==> src/rtl/dram_cmd_sched.sv <==
// DRAM command scheduler: per-bank open-row tracking, ACT/RD/WR/PRE/PREA/REF
// sequencing with tRCD/tRP/tRFC waits, open- or close-page policy and wrapped bursts.
module dram_cmd_sched #(
  parameter int NUMBER_OF_BANKS = 8,
  parameter int NUMBER_OF_ROWS  = 128,
  parameter int NUMBER_OF_COLS  = 8,
  parameter int BURST_LEN       = 4,
  parameter int T_RCD           = 2,
  parameter int T_RP            = 2,
  parameter int T_RFC           = 4,
  parameter bit OPEN_PAGE       = 1'b1
) (
  input  logic                               clk,
  input  logic                               rst_b,
  input  logic                               req_val,
  output logic                               req_rdy,
  input  logic                               req_wr,
  input  logic [$clog2(NUMBER_OF_BANKS)-1:0] req_bank,
  input  logic [$clog2(NUMBER_OF_ROWS)-1:0]  req_row,
  input  logic [$clog2(NUMBER_OF_COLS)-1:0]  req_col,
  input  logic                               refresh_flag,
  output logic                               refresh_ack,
  output logic                               cmd_val,
  input  logic                               cmd_ack,
  output logic [2:0]                         cmd,
  output logic [$clog2(NUMBER_OF_BANKS)-1:0] cmd_bank,
  output logic [$clog2(NUMBER_OF_ROWS)-1:0]  cmd_row,
  output logic [$clog2(NUMBER_OF_COLS)-1:0]  cmd_col,
  output logic                               done
);

  localparam int BANK_W = $clog2(NUMBER_OF_BANKS);
  localparam int ROW_W  = $clog2(NUMBER_OF_ROWS);
  localparam int COL_W  = $clog2(NUMBER_OF_COLS);
  localparam int MAX_A  = (T_RCD > T_RP) ? T_RCD : T_RP;
  localparam int MAX_B  = (MAX_A > T_RFC) ? MAX_A : T_RFC;
  localparam int MAX_T  = (MAX_B > BURST_LEN) ? MAX_B : BURST_LEN;
  localparam int CNT_W  = $clog2(MAX_T + 1);
  localparam logic [COL_W-1:0] BL_MASK = COL_W'(BURST_LEN - 1);

  typedef enum logic [3:0] {
    S_IDLE, S_ACT, S_RCD_WAIT, S_COL, S_PRE, S_RP_WAIT,
    S_REF_PREA, S_REF_RP, S_REF, S_RFC_WAIT
  } state_t;

  typedef enum logic [2:0] {
    CMD_NOP  = 3'b000, CMD_ACT = 3'b001, CMD_RD  = 3'b010, CMD_WR = 3'b011,
    CMD_PRE  = 3'b100, CMD_PREA = 3'b101, CMD_REF = 3'b110
  } cmd_t;

  state_t             state, state_d;
  logic [CNT_W-1:0]   cnt, cnt_d;
  logic               lat_wr, closing;
  logic [BANK_W-1:0]  lat_bank;
  logic [ROW_W-1:0]   lat_row;
  logic [COL_W-1:0]   lat_col, col_sum;
  logic [NUMBER_OF_BANKS-1:0] open_valid;
  logic [ROW_W-1:0]   open_row [NUMBER_OF_BANKS];
  logic               accept, hit, act_xfer, pre_xfer;

  assign hit      = open_valid[req_bank] && (open_row[req_bank] == req_row);
  assign act_xfer = (state == S_ACT) && cmd_ack;
  assign pre_xfer = (state == S_PRE) && cmd_ack;
  assign col_sum  = lat_col + COL_W'(cnt);

  // NOTE: every output is given a default before the case so no path leaves one unassigned (no latches).
  always_comb begin
    state_d     = state;
    cnt_d       = cnt;
    req_rdy     = 1'b0;
    accept      = 1'b0;
    cmd_val     = 1'b0;
    cmd         = CMD_NOP;
    cmd_bank    = '0;
    cmd_row     = '0;
    cmd_col     = '0;
    done        = 1'b0;
    refresh_ack = 1'b0;
    unique case (state)
      S_IDLE: begin
        req_rdy = !refresh_flag;
        cnt_d   = '0;
        if (refresh_flag) begin
          state_d = (|open_valid) ? S_REF_PREA : S_REF;
        end else if (req_val) begin
          accept  = 1'b1;
          state_d = hit ? S_COL : (open_valid[req_bank] ? S_PRE : S_ACT);
        end
      end
      S_ACT: begin
        cmd_val  = 1'b1;
        cmd      = CMD_ACT;
        cmd_bank = lat_bank;
        cmd_row  = lat_row;
        if (cmd_ack) state_d = (T_RCD == 1) ? S_COL : S_RCD_WAIT;
      end
      // Wait states last T-1 cycles so the next command appears T cycles after the accept.
      S_RCD_WAIT: begin
        if (cnt == CNT_W'(T_RCD - 2)) begin
          state_d = S_COL;
          cnt_d   = '0;
        end else cnt_d = cnt + CNT_W'(1);
      end
      S_COL: begin
        cmd_val  = 1'b1;
        cmd      = lat_wr ? CMD_WR : CMD_RD;
        cmd_bank = lat_bank;
        cmd_col  = (lat_col & ~BL_MASK) | (col_sum & BL_MASK);
        if (cmd_ack) begin
          if (cnt == CNT_W'(BURST_LEN - 1)) begin
            done    = 1'b1;
            cnt_d   = '0;
            state_d = OPEN_PAGE ? S_IDLE : S_PRE;
          end else cnt_d = cnt + CNT_W'(1);
        end
      end
      S_PRE: begin
        cmd_val  = 1'b1;
        cmd      = CMD_PRE;
        cmd_bank = lat_bank;
        if (cmd_ack) begin
          cnt_d   = '0;
          state_d = (T_RP != 1) ? S_RP_WAIT : (closing ? S_IDLE : S_ACT);
        end
      end
      S_RP_WAIT: begin
        if (cnt == CNT_W'(T_RP - 2)) begin
          state_d = closing ? S_IDLE : S_ACT;
          cnt_d   = '0;
        end else cnt_d = cnt + CNT_W'(1);
      end
      S_REF_PREA: begin
        cmd_val = 1'b1;
        cmd     = CMD_PREA;
        if (cmd_ack) begin
          cnt_d   = '0;
          state_d = (T_RP == 1) ? S_REF : S_REF_RP;
        end
      end
      S_REF_RP: begin
        if (cnt == CNT_W'(T_RP - 2)) begin
          state_d = S_REF;
          cnt_d   = '0;
        end else cnt_d = cnt + CNT_W'(1);
      end
      S_REF: begin
        cmd_val = 1'b1;
        cmd     = CMD_REF;
        if (cmd_ack) begin
          cnt_d   = '0;
          state_d = S_RFC_WAIT;
        end
      end
      S_RFC_WAIT: begin
        if (cnt == CNT_W'(T_RFC - 1)) begin
          refresh_ack = 1'b1;
          cnt_d       = '0;
          state_d     = S_IDLE;
        end else cnt_d = cnt + CNT_W'(1);
      end
      default: state_d = S_IDLE;
    endcase
  end

  // NOTE: sequential state uses non-blocking assignments so every register samples pre-edge values.
  always_ff @(posedge clk or negedge rst_b) begin
    if (!rst_b) begin
      state <= S_IDLE;
      cnt   <= '0;
    end else begin
      state <= state_d;
      cnt   <= cnt_d;
    end
  end

  always_ff @(posedge clk or negedge rst_b) begin
    if (!rst_b) begin
      lat_wr     <= 1'b0;
      lat_bank   <= '0;
      lat_row    <= '0;
      lat_col    <= '0;
      closing    <= 1'b0;
      open_valid <= '0;
    end else begin
      if (accept) begin
        lat_wr   <= req_wr;
        lat_bank <= req_bank;
        lat_row  <= req_row;
        lat_col  <= req_col;
        closing  <= 1'b0;
      end
      if (done) closing <= !OPEN_PAGE;
      if (act_xfer) open_valid[lat_bank] <= 1'b1;
      if (pre_xfer) open_valid[lat_bank] <= 1'b0;
      if (refresh_ack) open_valid <= '0;
    end
  end

  // NOTE: row storage is not reset; an entry is only read while its valid bit, which is reset, is set.
  always_ff @(posedge clk) begin
    if (act_xfer) open_row[lat_bank] <= lat_row;
  end

endmodule

==> config.mk <==
export PLATFORM = sky130hd
export DESIGN_NAME = dram_cmd_sched
export DESIGN_NICKNAME = d
export VERILOG_FILES = /design/src/rtl/dram_cmd_sched.sv
export SDC_FILE = /design/constraint.sdc
export NUM_CORES = 1
export LEC_CHECK = 0
export BUFFER_PORTS_ARGS = -buffer_cell sky130_fd_sc_hd__buf_2
export CORE_MARGIN = 4
export CORE_UTILIZATION = 60
export CTS_BUF_LIST = sky130_fd_sc_hd__clkbuf_16
export DETAILED_ROUTE_END_ITERATION = 7
export PLACE_DENSITY = 0.83
export REMOVE_ABC_BUFFERS = 1
export SYNTH_ARGS = -nofsm -noshare
export SYNTH_HDL_FRONTEND = slang
export SYNTH_SLANG_ARGS = --single-unit
export TNS_END_PERCENT = 20
==> constraint.sdc <==
create_clock -name clk -period 6.1 [get_ports clk]
set_input_delay 0 -clock clk [delete_from_list [all_inputs] [get_ports clk]]
set_output_delay 0 -clock clk [all_outputs]
set_load 0.005 [all_outputs]
==> impl_summary.txt <==
----------------------------------------------------
[Drt]
  Remaining antenna violation count ... 0
  First-pass DRT Iterations ... 5
  Avg WL per Cell ... 22.9 µm
  Total via count after detailed routing ... 2713
  Detailed router's first-iteration violation count ... roughly 320
  DRC errors left ... 0
  DRT Wirelength ... 9740 µm
  Post-DR vias/cell ... 6.38

[Global routing]
  Total gr overflow ... 0
  Vias in the first global route ... 2626
  Number of antenna violations at the first check in global routing ... 0
  Total routing resource utilization after global routing ... 0.252
  Global-route wire length before repair ... 15300 µm
  Largest net degree at the start of global routing ... 30

[Timing]
  Final hold violation count ... 0
  Relative slew slack ... 0.402
  Final setup viols ... 0
  Post-route fraction of the period consumed by the critical path ... 0.458
  Total Neg Setup Slack ... 0 ns
  Transition time of the tightest slew-check pin ... 0.895 ns
  Fmax ... roughly 360 MHz
  Worst clock skew ... around 0.009 ns
  Setup repair after global routing missed its margin ... false
  Max-slew violation count ... 0
  Period minus WS final ... roughly 2.8 ns

[Worst setup path]
  Crit path max-delay cell type ... nor4b_2
  Startpoint types ... flop
  Crit-path cells ... nor4b_2 -> nand2_1 -> nor2_1
  Delay of the slowest cell on the worst path ... 0.83 ns
  Number of cell instances on the worst register-to-register path ... 3
  Critical path arrival ... between 2 and 3 ns
  Required time at the worst-slack endpoint ... ~6.1 ns
  Highest fanout seen on the critical path ... 20
  Crit end category ... flop
  Worst Setup Path Type ... flop to flop

[Logic synthesis]
  Number of enable-type register cells in the synthesized netlist ... 56
  Top cells by instance count after synthesis ... edfxtp_1, dfrtp_1, nor2_1
  Post-synth top flop ... edfxtp_1
  Count of yosys warnings during synthesis ... 0
  Count of unique library cells instantiated by Yosys ... 51
  Leading cell type by number of instances after synthesis ... edfxtp_1
  Area leader, netlist ... edfxtp_1
  Flop and latch count out of synthesis ... between 80 and 90
  Area of the mapped netlist ... approximately 4000 µm²
  Synthesized area per cell ... 13.8 µm²
  Async SR Flop Fraction ... 0.341
  Area contributors post-synth ... edfxtp_1, dfrtp_1, mux4_2, mux2_1, mux2i_1
  Proportion of synthesized chip area in sequential cells ... 0.593
  Number of cells produced by synthesis ... 294
  Share of the synthesized area in the top cell type ... 0.415

[CTS]
  Clock slew at the register clock pins of the worst setup and hold paths ... 0.06 ns
  Number of CTS-inserted buffers ... 9
  Max H-tree Level ... 3
  Setup Buffers After CTS ... 0
  Clock root buffer master ... clkbuf_16
  Max Root-Sink Buffers ... 2
  Clk sinks ... 85
  TritonCTS clock tree ... yes
  Worst-skew pair later-pin latency ... 0.34 ns

[Floorplan]
  Initial Util ... 0.628
  Horizontal die dimension ... 90.2 µm
  Standard-cell row count ... 29
  Die Height ... 90.2 µm
  Core region area ... roughly 6500 µm²
  Number of ports placed on the die boundary ... 39
  Die Footprint ... about 8100 µm²

[Place]
  Total placed cells including tap cells ... just under 400
  Final weighted congestion in routability-driven placement ... 0.879
  DP Wirelength ... 6550 µm
  Quantity of I/O buffers inserted on ports ... 38

[Power]
  Leakage ... 0.00184 µW
  Total power per unit cell area ... approximately 430 nW/µm²
  Maximum ir drop on the vdd rail ... 0.271 mV

[Min path]
  Worst min path class ... input port to flop
  Hold path cells ... 4

[Run status]
  Outcome ... finished clean

[Finish]
  Fill cells ... 425
  Multi-input combinational cell area ... 1530 µm²
  Cell Count, Final, Fillers Out ... 425
  # nets final ... 366
  Share of post-route cells with drive strength above 1 ... 0.216
  Sequential cell area ... 2410 µm²
  Layout area overhead ... 15.7%

[Run]
  Maximum Capacitance Violations ... 0

----------------------------------------------------
==> placed cells by master, fill, tap and decap left out, types with 2 or more instances in the layout <==
cell and n:
a21oi_1 6, and2_1 13, and3_1 3, buf_2 38
clkbuf_16 11, dfrtp_1 29, dlygate4sd3_1 13, edfxtp_1 56
ha_1 5, inv_1 9, inv_2 3, mux2_1 14
mux2i_1 13, mux4_2 12, nand2_1 11, nand2b_1 6
nand3_1 9, nand3b_1 5, nand4_1 5, nor2_1 24
nor2b_1 4, nor3_1 3, nor4_1 2, o21ai_0 3
o21ai_1 8, o221a_1 8, xnor2_1 5, xor2_1 5
==> worst max-delay path, delay by kind of cell, from the launching register on <==
| kind | cells | cell delay (ns) |
|---|---|---|
| and+or+nand+nor | 3 | 1.72 |
| DFF | 1 | 0.70 |
==> routing by layer <==
metal | routed length (µm) | share of wire | up-vias | global-route usage
met5 | 0 | 0 | - | 0
met1 | 4090 | 0.42 | 1329 | 0.369
met4 | 151 | 0.016 | 0 | 0.0702
met3 | 930 | 0.096 | 15 | 0.0676
met2 | 4570 | 0.47 | 158 | 0.375
li1 | - | - | 1211 | -
==> stage by stage <==
step / power (µW) / utilization / area, µm² / setup slack (ns) / hold slack [ns]
floorplan: 1250 / - / 3980 / 4.07 / -0.296
global placement: 1440 / 0.660 / 4260 / 3.65 / 0.0873
detailed placement: 1470 / 0.660 / 4260 / 3.42 / 0.0898
CTS: 2010 / 0.726 / 4690 / 3.38 / 0.130
global route: 2120 / 0.726 / 4690 / 3.17 / 0.178
finish: 2010 / 0.727 / 4690 / 3.31 / 0.138
==> where the power goes <==
group	switching, µW	internal, µW
sequential	190	772
clock	213	321
combinational	271	244
total	674	1340
==> flip-flops by register name (all words and copies together) (netlist names) <==
signal / cells
state: 4
lat_bank: 3
open_row: 56
lat_col: 3
open_valid: 8
lat_wr: 1
cnt: 3
lat_row: 7
==> path summary, 6_finish.rpt <==
check                                      end  slack (ns)    startpoint
worst max register to register  open_row[3][4]        3.31      state[0]
worst min register to register      lat_col[2]        0.49    lat_col[2]
worst max-delay path            open_row[3][4]        3.31      state[0]
worst min-delay path                  state[1]        0.14  refresh_flag
min in group asynchronous               cnt[2]        0.26         rst_b
max in group asynchronous        open_valid[6]        5.39         rst_b
==> cell type report <==
type	count	area share
Clock buffer	11	0.0586
Antenna cell	1	0.000533
Sequential cell	85	0.513
Multi-Input combinational cell	186	0.327
Timing Repair Buffer	51	0.0682
Tap cell	77	0.0205
Inverter	9	0.00720
Clock inverter	5	0.00533
==> what timing repair did <==
| action | in CTS | in global routing |
|---|---|---|
| hold buffers | 13 | 0 |
| hold endpoints to repair | 41 | 0 |
| gates resized for setup | 0 | 0 |
==> logic make-up after synthesis <==
group / count (synthesis) / synth area share
xor gates and xnor gates: 10 / 0.0216
AOI/OAI and AO/OA: 37 / 0.0747
adders and majority gates: 5 / 0.0154
DFF: 85 / 0.593
and+or+nand+nor: 94 / 0.126
buffers and inverters: 23 / 0.0284
muxes: 40 / 0.140
(Power assumes the default switching activity.)
